File: config.mk
export PLATFORM = sky130hd
export DESIGN_NAME = ecc_apb_monitor
export DESIGN_NICKNAME = d
export VERILOG_FILES = /design/src/rtl/ecc_apb_monitor.sv
export SDC_FILE = /design/constraint.sdc
export NUM_CORES = 1
export LEC_CHECK = 0
export ABC_AREA = 0
export BUFFER_PORTS_ARGS = -buffer_cell sky130_fd_sc_hd__buf_2
export CAP_MARGIN = 30
export CORE_MARGIN = 2
export CORE_UTILIZATION = 48
export CTS_CLUSTER_DIAMETER = 40
export DETAILED_ROUTE_END_ITERATION = 10
export PLACE_DENSITY_LB_ADDON = 0.12
export REMOVE_ABC_BUFFERS = 1
export SYNTH_ARGS = -nofsm -noshare
export SYNTH_HDL_FRONTEND = slang
export SYNTH_SLANG_ARGS = --single-unit
File: constraint.sdc
create_clock -name clk -period 6.3 [get_ports clk]
set_input_delay 1.26 -clock clk [delete_from_list [all_inputs] [get_ports clk]]
set_output_delay 1.26 -clock clk [all_outputs]
set_load 0.05 [all_outputs]
File: src/rtl/ecc_apb_monitor.sv
// ecc_apb_monitor
//
// Purpose: passive protocol and result checker that sits beside the APB-driven
// ECC encoder/decoder and its golden model. It watches the APB bus, the DUT
// result outputs and the golden-model outputs. It records every detected
// problem in three places:
//   - a sticky flag per check,
//   - a saturating failure counter,
//   - a one-shot first-failure capture that carries a free-running cycle stamp.
//
// Check codes (bit i of chk_en / err_sticky):
//   0 RST      DUT outputs nonzero on the first edge after reset release
//   1 READ     APB read data differs from golden-model register read
//   2 EARLY    operation_done rose before MIN_LAT cycles after a control write
//   3 TIMEOUT  operation_done absent MAX_LAT cycles after a control write
//   4 RESULT   data_out differs from golden data on a completed operation
//   5 NOE      error count differs from golden count (non-zero mode only)
//   6 BOUND    num_of_errors reports the illegal value 3 while done is high
//
// Ports:
//   clk, rst                       clock, asynchronous active-high reset
//   PADDR, PWDATA, PENABLE, PSEL,  observed APB request
//   PWRITE
//   PRDATA                         DUT read data
//   registers_out                  golden-model read data
//   data_out, operation_done,      DUT result, done and error count
//   num_of_errors
//   gm_data_out,                   golden-model result and error count
//   gm_number_of_errors
//   chk_en                         runtime enable per check code
//   err_sticky                     sticky failure flag per check code
//   fail_count                     saturating count of all enabled failures
//   op_count                       saturating count of done rising edges
//   first_fail_valid/code/cycle    capture of the first failure seen
//   busy                           latency window currently open

module ecc_apb_monitor #(
  parameter int DATA_WIDTH      = 32,
  parameter int AMBA_ADDR_WIDTH = 20,
  parameter int AMBA_WORD       = 32,
  parameter int MIN_LAT         = 2,
  parameter int MAX_LAT         = 5,
  parameter int LAT_WIDTH       = 4,
  parameter int CNT_WIDTH       = 16,
  parameter int CYC_WIDTH       = 32
) (
  input  logic                       clk,
  input  logic                       rst,
  input  logic [AMBA_ADDR_WIDTH-1:0] PADDR,
  input  logic [AMBA_WORD-1:0]       PWDATA,
  input  logic                       PENABLE,
  input  logic                       PSEL,
  input  logic                       PWRITE,
  input  logic [AMBA_WORD-1:0]       PRDATA,
  input  logic [AMBA_WORD-1:0]       registers_out,
  input  logic [DATA_WIDTH-1:0]      data_out,
  input  logic                       operation_done,
  input  logic [1:0]                 num_of_errors,
  input  logic [DATA_WIDTH-1:0]      gm_data_out,
  input  logic [1:0]                 gm_number_of_errors,
  input  logic [6:0]                 chk_en,
  output logic [6:0]                 err_sticky,
  output logic [CNT_WIDTH-1:0]       fail_count,
  output logic [CNT_WIDTH-1:0]       op_count,
  output logic                       first_fail_valid,
  output logic [2:0]                 first_fail_code,
  output logic [CYC_WIDTH-1:0]       first_fail_cycle,
  output logic                       busy
);

  localparam logic [0:0] ST_IDLE = 1'b0;
  localparam logic [0:0] ST_WAIT = 1'b1;

  localparam logic [LAT_WIDTH-1:0] MIN_K = LAT_WIDTH'(MIN_LAT);
  localparam logic [LAT_WIDTH-1:0] MAX_K = LAT_WIDTH'(MAX_LAT);

  logic                 acc;
  logic                 ctrl_wr;
  logic                 done_q;
  logic                 done_rise;
  logic                 post_rst;
  logic [1:0]           mode;
  logic [0:0]           state;
  logic [0:0]           state_next;
  logic [LAT_WIDTH-1:0] lat_cnt;
  logic [LAT_WIDTH-1:0] lat_next;
  logic [LAT_WIDTH-1:0] k;
  logic                 early;
  logic                 timeout;
  logic [6:0]           raw_fail;
  logic [6:0]           fails;
  logic [2:0]           fail_pop;
  logic [2:0]           low_code;
  logic [CNT_WIDTH:0]   fail_sum;
  logic [CYC_WIDTH-1:0] cyc_cnt;
  logic                 unused_bits;

  // Only the low address nibble and the two mode bits of PWDATA matter here.
  assign unused_bits = ^{PADDR[AMBA_ADDR_WIDTH-1:4], PWDATA[AMBA_WORD-1:2]};

  assign acc       = PSEL & PENABLE;
  assign ctrl_wr   = acc & PWRITE & (PADDR[3:0] == 4'd0);
  assign done_rise = operation_done & ~done_q;
  assign k         = lat_cnt + 1'b1;
  assign busy      = (state == ST_WAIT);

  // Latency window. A fresh control write always restarts the count, even
  // mid-window. A done level that is already high when the window opens is
  // only accepted once it falls inside [MIN_LAT, MAX_LAT]. EARLY needs a
  // real rising edge.
  always_comb begin
    state_next = state;
    lat_next   = lat_cnt;
    early      = 1'b0;
    timeout    = 1'b0;
    case (state)
      ST_IDLE: begin
        if (ctrl_wr) begin
          state_next = ST_WAIT;
          lat_next   = '0;
        end
      end
      default: begin
        if (ctrl_wr) begin
          lat_next = '0;
        end else if (operation_done && (k >= MIN_K) && (k <= MAX_K)) begin
          state_next = ST_IDLE;
          lat_next   = '0;
        end else if (done_rise && (k < MIN_K)) begin
          early      = 1'b1;
          state_next = ST_IDLE;
          lat_next   = '0;
        end else if (k == MAX_K) begin
          timeout    = 1'b1;
          state_next = ST_IDLE;
          lat_next   = '0;
        end else begin
          lat_next = k;
        end
      end
    endcase
  end

  // Raw per-check failure conditions for the current sampling edge.
  always_comb begin
    raw_fail    = '0;
    raw_fail[0] = post_rst & ((|data_out) | operation_done | (|num_of_errors));
    raw_fail[1] = acc & ~PWRITE & (PRDATA != registers_out);
    raw_fail[2] = early;
    raw_fail[3] = timeout;
    raw_fail[4] = done_rise & (num_of_errors != 2'd2) & (data_out != gm_data_out);
    raw_fail[5] = done_rise & (mode != 2'd0) & (num_of_errors != gm_number_of_errors);
    raw_fail[6] = operation_done & (num_of_errors == 2'd3);
  end

  assign fails = raw_fail & chk_en;

  // Population count of the enabled failures and the lowest failing code.
  // The downward loop leaves the smallest index in low_code.
  always_comb begin
    fail_pop = '0;
    low_code = '0;
    for (int i = 0; i < 7; i++) begin
      fail_pop = fail_pop + {2'b00, fails[i]};
    end
    for (int i = 6; i >= 0; i--) begin
      if (fails[i]) begin
        low_code = 3'(i);
      end
    end
  end

  assign fail_sum = {1'b0, fail_count} + (CNT_WIDTH + 1)'(fail_pop);

  // Control state: FSM, done history, mode register, post-reset marker.
  always_ff @(posedge clk or posedge rst) begin
    if (rst) begin
      state    <= ST_IDLE;
      lat_cnt  <= '0;
      done_q   <= 1'b0;
      mode     <= 2'd0;
      post_rst <= 1'b1;
      cyc_cnt  <= '0;
    end else begin
      state    <= state_next;
      lat_cnt  <= lat_next;
      done_q   <= operation_done;
      post_rst <= 1'b0;
      cyc_cnt  <= cyc_cnt + 1'b1;
      if (ctrl_wr) begin
        mode <= PWDATA[1:0];
      end
    end
  end

  // Failure bookkeeping. The first-failure capture freezes until the next
  // reset. The stamp is the cycle count of the edge that sampled the fault.
  always_ff @(posedge clk or posedge rst) begin
    if (rst) begin
      err_sticky       <= '0;
      fail_count       <= '0;
      op_count         <= '0;
      first_fail_valid <= 1'b0;
      first_fail_code  <= '0;
      first_fail_cycle <= '0;
    end else begin
      err_sticky <= err_sticky | fails;
      if (fail_sum[CNT_WIDTH]) begin
        fail_count <= '1;
      end else begin
        fail_count <= fail_sum[CNT_WIDTH-1:0];
      end
      if (done_rise && (op_count != '1)) begin
        op_count <= op_count + 1'b1;
      end
      if (!first_fail_valid && (|fails)) begin
        first_fail_valid <= 1'b1;
        first_fail_code  <= low_code;
        first_fail_cycle <= cyc_cnt;
      end
    end
  end

endmodule

* Yosys cells after proc, flatten, opt, wreduce, memory -nomap -nowiden
Cells that the tools add are included.
** Word-level totals
- Word-level logic and storage cells :: 91
- Input port bits :: 197
- Bits in read-only memories :: 0
- Memories :: 0
- RAM bits :: 0
- Bits in latches :: 0
- Register bits :: 116
** Operators by class
- Equal/unequal tests :: 7
- $add $sub $neg :: 10
- Bitwise logic cells :: 18
- Divide/modulo/power cells :: 0
- Multiplexer cells :: 29
- Multiply operators :: 0
- Order comparisons :: 3
- Reduce and logical (&&, ||, !) cells :: 12
- Shift-type cells :: 0
** Operator list (number)
- $ne 32x32->1 :: 2
- $add 32x1->32 const B :: 1
- $reduce_or 32->1 :: 1
- $mux 4 :: 6
- $mux 3 :: 7
- $add 16x3->17 :: 1
- $add 16x1->16 const B :: 1
- $mux 16 :: 1
- $ne 16x16->1 const B :: 1
- $mux 1 :: 15
- $add 3x1->3 :: 4
- $and 1x1->1 :: 12
- $and 7x7->7 :: 1
- $or 7x7->7 :: 1
- $reduce_or 7->1 :: 1
- $logic_and 1x1->1 :: 5
- $add 4x1->4 const B :: 1
- $eq 4x3->1 const B :: 1
- $ge 4x2->1 const B :: 1
- $le 4x3->1 const B :: 1
- $logic_not 4->1 :: 1
- $lt 4x2->1 const B :: 1
- $reduce_bool 2->1 :: 2
- $add 2x1->3 :: 1
- other kinds (8) :: 10

* Depth between registers and ports, before layout
Gate-level depths: netlist (run 1).
- Depth in word-level cells :: 16
- Mapped depth :: 17
- Gate-level depth less buffers :: 17

* Least setup slack after synthesis (run 1)
OpenSTA, ideal clock, no wires.
- Path kind :: input to register
- From :: in data_out[0]
- To :: reg fail_count[11]
- Data arrival time :: 5.480 ns
- Setup time :: 0.142 ns
- Data required time :: 6.158 ns
- Setup slack :: 0.678 ns
- Path buffers :: 1
- Stages on the path :: 14
- Path through :: nor4_1 > nand4_1 > o311ai_2 > fa_1 > fa_1 > inv_1 > fa_1 > ha_1 > fa_1 > a21o_1 > a21oi_1 > or3_1 > clkbuf_1 > nand3_1
** On the way
- Cells in the longest elaborated chain, start to end :: 13
- Elaborated cells between the ends (all ways) :: 15
- Classes of those cells :: 7 x add/sub; 1 x eq/ne; 1 x mux; 5 x bitwise; 1 x reduce/logical
** Ends and longest elaborated chain
- start, declared :: line 56 : input logic [DATA_WIDTH-1:0] data_out,
- $reduce_or 32->1 :: line 147 : raw_fail[0] = post_rst & ((|data_out) | operation_done | (|num_of_errors));
- $or 1x1->1 (2 in a row) :: line 147
- $and 1x1->1 :: line 147
- $and 7x7->7 (*) :: line 156 : assign fails = raw_fail & chk_en;
- $add 1x1->2 :: line 164 : fail_pop = fail_pop + {2'b00, fails[i]};
- $add 2x1->3 :: line 164
- $add 3x1->3 :: line 164
- $add 3x1->3 (*) (3 in a row) :: line 164
- $add 16x3->17 (*) :: line 173 : assign fail_sum = {1'b0, fail_count} + (CNT_WIDTH + 1)'(fail_pop);
- $mux 16 (*) :: line 208 : if (fail_sum[CNT_WIDTH]) begin
- end signal, assigned :: line 211 : fail_count <= fail_sum[CNT_WIDTH-1:0];
- end, declared :: line 63 : output logic [CNT_WIDTH-1:0] fail_count,
Every way passes the cells marked *; elsewhere a longest branch is shown, timed or not.
A chain may end at the register's enable or synchronous reset.

* Worst setup path in the final report (run 1)
- From :: in data_out[16]
- To :: reg fail_count[9]
Same word-level chain as after synthesis.

==> results of run 1 <==
-- cell families (layout without fill, tap and decap cells) --
group,after synthesis,in the layout
flops,116,116
other cells,1,10
compound gates,34,34
xor+xnor,123,123
mux,40,40
fa+ha+maj,17,17
buf+inv,23,281
simple gates,186,186
-- stage by stage --
stage / hold WS, ps / power (mW) / util
after floorplan: 440 / 1.36 / -
after global placement: 448 / 1.53 / 0.595
after detailed placement: 453 / 1.55 / 0.595
after CTS: 467 / 2.63 / 0.648
after global routing: 476 / 2.72 / 0.650
final: 459 / 2.61 / 0.650
-- power by group --
part	internal, mW	total (mW)	switching (mW)	leakage, nW
Combinational	0.231	0.650	0.418	2.39
Sequential	0.815	0.888	0.0729	1.53
Clock	0.718	1.07	0.350	0.317
-- worst paths after layout --
path / startpoint / end / cells after the start / slack (ps)
worst max-delay path: data_out[16] / fail_count[9] / 14 / 940
worst min-delay path: err_sticky[6] / err_sticky[6] / 1 / 460
worst max register to register: lat_cnt[0] / fail_count[9] / 15 / 1200
worst min register to register: err_sticky[6] / err_sticky[6] / 1 / 460
max in group asynchronous: rst / op_count[0] / 3 / 4110
min in group asynchronous: rst / fail_count[6] / 2 / 1020
-- sequential cells by signal, indices dropped and copies added (netlist names) --
register and count:
cyc_cnt 32, first_fail_valid 1, done_q 1, err_sticky 7, lat_cnt 4, op_count 16
post_rst 1, busy 1, first_fail_cycle 32, first_fail_code 3, fail_count 16, mode 2
-- cells in the final DEF (no fill, tap or decap), types with 2 or more instances in the layout --
master and n:
nor2b_1 3, mux2i_1 4, bufinv_16 5, or3_1 3, clkinv_4 5, xor2_1 76
o41ai_1 2, a31oi_1 3, ha_1 13, buf_4 7, and4_1 3, inv_6 2
a21o_1 3, nor2_1 20, xnor2_1 46, nand3_1 22, a21oi_1 7, o21ai_0 6
mux2_2 26, nand4_1 20, mux2_1 10, nor3b_1 3, clkinvlp_4 2, nor4_1 23
and3_1 16, buf_2 226, clkbuf_16 17, nand2b_1 13, fa_1 4, nor3_1 7
diode_2 9, nand2_1 43, o211ai_1 2, inv_1 15, dfrtp_1 115, or4_1 2
-- layer usage --
| layer | wire length (microns) | global-route usage |
|---|---|---|
| met1 | 6160 | 0.263 |
| met5 | 0 | 0 |
| met3 | 965 | 0.0566 |
| met2 | 8840 | 0.421 |
| met4 | 248 | 0.116 |
-- cell type report --
type	instances	area [sq um]	area share
Antenna cell	9	22.5	0.00277
Clock buffer	18	439	0.0540
Clock inverter	14	226	0.0279
Inverter	16	62.6	0.00769
Multi-Input combinational cell	401	3080	0.378
Sequential cell	116	2900	0.357
Tap cell	172	215	0.0265
Timing Repair Buffer	233	1180	0.146
==> summary.txt, run 1 <==
CTS
  – CTS Buf Count: 17
  – Clock buffer depth: 2
  – Cts hold-fix bufs: 0
  – CTS tree: done
  – Clock sink count: 116
  – Root buffer cell: clkbuf_16
  – Post-CTS Setup Inserts: 0
  – PostCTS Resize Cnt: 0
  – Clock transition at path regs: 60 ps
  – Skew-Pair Late Insertion Delay: 400 ps
  – H-tree Lvls: 4

Synth
  – Post-Synth Adder-Cell Area: 0.0399
  – Main combinational cell family by area after synthesis: XOR/XNOR gates
  – Top cells by area in the synthesized netlist: dfrtp_1, xor2_1, xnor2_1
  – Mux share of post-synthesis cell area: 0.0731
  – Synth warnings: 0
  – Yosys reg bits: 116
  – Synth area leader: dfrtp_1
  – Netlist cell types: 52
  – Most common library cells after synthesis: dfrtp_1, xor2_1, xnor2_1, nand2_1, mux2_2
  – Xor/xnor share of the synthesized area: 0.178
  – Mean post-synth cell area: approximately 11 sq um
  – Most common cell in the netlist: dfrtp_1
  – Ys flop type: dfrtp_1
  – Register area share after synthesis: 0.477
  – Simple-gate share of the synthesized area: 0.167
  – Synth Instances: between 500 and 600
  – Number of enable flip-flop cells after synthesis: 0
  – Synth Area in Compound Gates: 0.0466
  – Top cell type's share of synthesized area: 0.473
  – Cell Area, Synth: 0.00609 sq mm
  – Post-synth ARST share: 1.00

Die
  – Die width: 117 microns
  – Num rows: 41
  – Num ports: 273
  – Initial Util: 0.487
  – Die Y: 117 microns
  – Full die area: 0.0136 sq mm
  – Core outline area: between 0.01 and 0.015 sq mm

STA
  – Pin slew with the least headroom to its limit: 867 ps
  – RSZ-0062 raised after global routing: false
  – Max Freq: 0.187 GHz
  – Final worst path period need: 5360 ps
  – Total negative slack: 0 ps
  – Slew Limit Fails: 0
  – Worst setup margin: around 940 ps
  – Max transition margin: 0.422
  – Period utilisation layout: 0.851
  – Clk_skew: 10.6 ps
  – Final Hold Vio Count: 0
  – # setup viols final: 0

Job
  – Max_cap viols: 0

Critical path
  – CP delay by family, top: adder cells
  – WP data required: about 6600 ps
  – CP Class: input port to flip-flop
  – Slowest cell on the critical path: fa_1
  – CP cell instances: buf_2, nor4_1, nand3_1, o311ai_2, fa_1, fa_1, inv_1, fa_1, ha_1, fa_1, a21o_1, a21oi_1, or3_1, nand3_1
  – Crit end category: flip-flop
  – Startpoint types: input port
  – Crit path DAT: 5610 ps
  – Crit-path max cell delay: 550 ps
  – CP max FO: 13
  – Most frequent cell on the critical path: fa_1
  – CP bufs+invs: 2

Detailed routing
  – Routed via count: 4983
  – WL/cell: ~17 microns
  – Final wirelength: roughly 16000 microns
  – Final ANT Viol Nets: 0
  – TritonRoute pass-1 iters: 6
  – DRC: 0
  – Vias/cell: 5.09
  – DR iter-0 viols: approximately 150

Final layout
  – Final cell count without fillers: 979
  – Filler Cell Count: 1039
  – Syn-to-layout area delta: 33.5%
  – Fin area: 0.00813 sq mm
  – Nets: approximately 1000
  – Fraction of layout cells with a size suffix above 1: 0.378

Power
  – Pwr dens: 321 mW/mm^2
  – VDD IR max: 0.191 mV
  – Pleak: ~4.2 nW

Placed design
  – Post-DP HPWL: about 13000 microns
  – Placed instance area: between 0.007 and 0.008 sq mm
  – Placed insts: 938
  – Post-place setup slack: roughly 550 ps
  – I/O Buffers: between 200 and 250
  – Gpl congestion: 0.879

Global route
  – Tot GR Track Use: 0.235
  – Initial antenna violation count: 9
  – GRT overflow: 0
  – Vias in the first global route: 4923
  – Largest net degree at the start of global routing: 72
  – Global-route wire length before repair: 24300 microns

Worst hold path
  – Worst hold path type: flip-flop to flip-flop

Status
  – Status: finished clean
Note: power is estimated with default switching activity, not from simulation.
==> run 2: changes to the inputs <==
--- a/config.mk
+++ b/config.mk
@@ -6,7 +6,7 @@
 export NUM_CORES = 1
 export LEC_CHECK = 0
 export ABC_AREA = 0
-export BUFFER_PORTS_ARGS = -buffer_cell sky130_fd_sc_hd__buf_2
+export BUFFER_PORTS_ARGS = -buffer_cell sky130_fd_sc_hd__buf_4
 export CAP_MARGIN = 30
 export CORE_MARGIN = 2
 export CORE_UTILIZATION = 48
==> constraint.sdc (replaced) <==
create_clock -name clk -period 6.8 [get_ports clk]
set_input_delay 1.36 -clock clk [delete_from_list [all_inputs] [get_ports clk]]
set_output_delay 1.36 -clock clk [all_outputs]
set_load 0.05 [all_outputs]
==> run 2 against run 1 <==
  * Global-route usage grew 1.1 points
  * Non-clock buffer count shrank 1
  * Register-to-register slack gained 390 ps
  * Critical path depth grew 1
  * Critical endpoint unchanged
  * Die area is the same
  * Utilization grew 3.8 points
  * Sequential cell count is the same
  * Sequential share of layout area shrank 2.0 points
==> summary.txt, run 2 (synthesized netlist as in run 1, its figures left out) <==
Status
  – Status: finished clean

Critical path
  – CP cell instances: buf_4, nand4b_1, or4_1, nand4_1, fa_1, fa_1, inv_1, fa_1, ha_1, fa_1, a21o_1, a21oi_1, buf_4, or3_1, nand3_1
  – Startpoint types: input port
  – Worst r2r src: lat_cnt[0]
  – Crit path DAT: 5830 ps (+220 ps)
  – Slowest cell on the critical path: or4_1
  – CP max FO: 13 (unchanged)
  – Worst R2R End: fail_count[9]
  – Crit end category: flip-flop
  – Levels on crit path: 15 (+1)
  – Crit-path max cell delay: 580 ps (+30 ps)
  – Reg2Reg Setup Slack: 1590 ps (+390 ps)
  – Reg2reg path depth: 16 (+1)
  – CP bufs+invs: 3 (+1)
  – CP Class: input port to flip-flop
  – CP delay by family, top: adder cells
  – Most frequent cell on the critical path: fa_1
  – WP data required: 7060 ps (+510 ps)

STA
  – Period utilisation layout: 0.820
  – Max transition margin: 0.472 (+0.0505)
  – Total negative slack: 0 ps (unchanged)
  – Clk_skew: 10.5 ps (-0.0991 ps)
  – RSZ-0062 raised after global routing: false
  – Slew Limit Fails: 0 (unchanged)
  – Pin slew with the least headroom to its limit: 792 ps (-75.8 ps)
  – Max Freq: 0.179 GHz
  – # setup viols final: 0 (unchanged)
  – Final worst path period need: 5580 ps
  – Final Hold Vio Count: 0 (unchanged)

Detailed routing
  – Final ANT Viol Nets: 0 (unchanged)
  – DRC: 0 (unchanged)
  – WL/cell: 17.5 microns (+5.7%)
  – Vias/cell: 5.23 (+2.8%)
  – TritonRoute pass-1 iters: 4 (-2)
  – DR iter-0 viols: 188 (+23%)
  – Routed via count: 5079 (+1.9%)
  – Final wirelength: 17000 microns (+4.8%)

Worst hold path
  – Worst Min Path Start: mode[0]
  – Hold worst-path end: mode[0]
  – WHS Path Cells: 2 (+1)
  – Worst hold path type: flip-flop to flip-flop

CTS
  – Skew-Pair Late Insertion Delay: 410 ps (about the same)
  – H-tree Lvls: 4 (unchanged)
  – Cts hold-fix bufs: 0 (unchanged)
  – PostCTS Resize Cnt: 0 (unchanged)
  – Clock transition at path regs: 50 ps (about the same)
  – Post-CTS Setup Inserts: 0 (unchanged)
  – CTS tree: done
  – Clock buffer depth: 2 (unchanged)
  – Root buffer cell: clkbuf_16
  – CTS Buf Count: 17 (unchanged)
  – Clock sink count: 116 (unchanged)

Die
  – Num rows: 41 (unchanged)
  – Core outline area: 0.0125 sq mm (unchanged)
  – Die Y: 117 microns (unchanged)
  – Die width: 117 microns (unchanged)
  – Initial Util: 0.487 (unchanged)
  – Num ports: 273 (unchanged)
  – Full die area: 0.0136 sq mm (unchanged)

Global route
  – GRT overflow: 0 (unchanged)
  – Largest net degree at the start of global routing: 65 (-9.7%)
  – Vias in the first global route: 5033 (+2.2%)
  – Initial antenna violation count: 2 (-7)
  – Global-route wire length before repair: 25200 microns (+3.9%)
  – Tot GR Track Use: 0.246 (+0.0106)

Final layout
  – Filler Cell Count: 1009 (-2.9%)
  – Fraction of layout cells with a size suffix above 1: 0.378 (-0.000780)
  – Final cell count without fillers: 971 (-0.82%)
  – Commonest cells after routing, fill and taps aside: buf_4, dfrtp_1, xor2_1
  – Nets: 998 (-0.10%)
  – Biggest regs: cyc_cnt (32), first_fail_cycle (32)
  – Most common cell after layout, fill and taps aside: buf_4
  – Syn-to-layout area delta: 41.4%
  – Final Util: 0.688 (+0.0384)

Job
  – Max_cap viols: 0 (unchanged)

Placed design
  – I/O Buffers: 226 (unchanged)
  – Gpl congestion: 0.911 (+3.7%)
  – Post-DP HPWL: 12900 microns (+3.1%)
  – Placed insts: 937 (-0.11%)

Power
  – Pleak: 4.35 nW (+2.5%)
  – VDD IR max: 0.198 mV (+3.8%)
  – Pwr dens: 276 mW/mm^2 (-14%)
## run 2: cell count changes in the layout (fill, tap and decap cells not counted), sizes merged, moves of 2 or more
cell / before / now
diode: 9 / 2
clkinv: 5 / 3
clkbuf: 18 / 21
clkinvlp: 2 / 5
bufinv: 5 / 2
## run 2: cell type report
| class | instances | area (sq um) | area share |
|---|---|---|---|
| sequential | 116 | 2900 | 0.337 |
| inverter | 16 | 62.6 | 0.00727 |
| clock buffer | 21 | 480 | 0.0558 |
| clock inverter | 11 | 125 | 0.0145 |
| multi-input combinational | 401 | 3080 | 0.357 |
| antenna | 2 | 5.00 | 0.000581 |
| timing repair buffer | 232 | 1740 | 0.202 |
| tap | 172 | 215 | 0.0250 |
## run 2: tightest hold or removal path, stage by stage, from the launching register on
cell,delay (ps)
dfrtp_1,330
nand2_1,50
nand2_1,60
## run 2: worst max-delay path by stage
stage | startpoint | endpoint | slack [ps]
detailed placement | PADDR[2] | fail_count[11] | 900
CTS | PADDR[2] | fail_count[9] | 1250
floorplan | data_out[0] | fail_count[11] | 1210
finish | PADDR[2] | fail_count[9] | 1220
global route | PADDR[2] | fail_count[9] | 980
global placement | PADDR[2] | fail_count[9] | 970
## run 2: where the power goes
group,internal [mW],switching (mW)
sequential,0.756,0.0714
combinational,0.268,0.393
clock,0.578,0.313
total,1.60,0.778
## run 2: layer usage
layer | wire, microns | part of all wire | up-vias | global-route usage
met5 | 0 | 0 | - | 0
met2 | 9100 | 0.54 | 162 | 0.460
met1 | 6320 | 0.37 | 2492 | 0.259
met4 | 384 | 0.023 | 0 | 0.107
met3 | 1200 | 0.070 | 28 | 0.0649
li1 | - | - | 2397 | -
## run 2: metrics by stage
step	setup slack, ps	instance area, sq um	hold WS (ps)	total power, mW
3_3_place_gp	974	8000	454	1.47
4_1_cts	1250	8610	471	2.40
5_1_grt	977	8610	479	2.48
3_5_place_dp	899	8000	454	1.49
6_report	1220	8610	469	2.38
2_1_floorplan	1210	6040	440	1.26
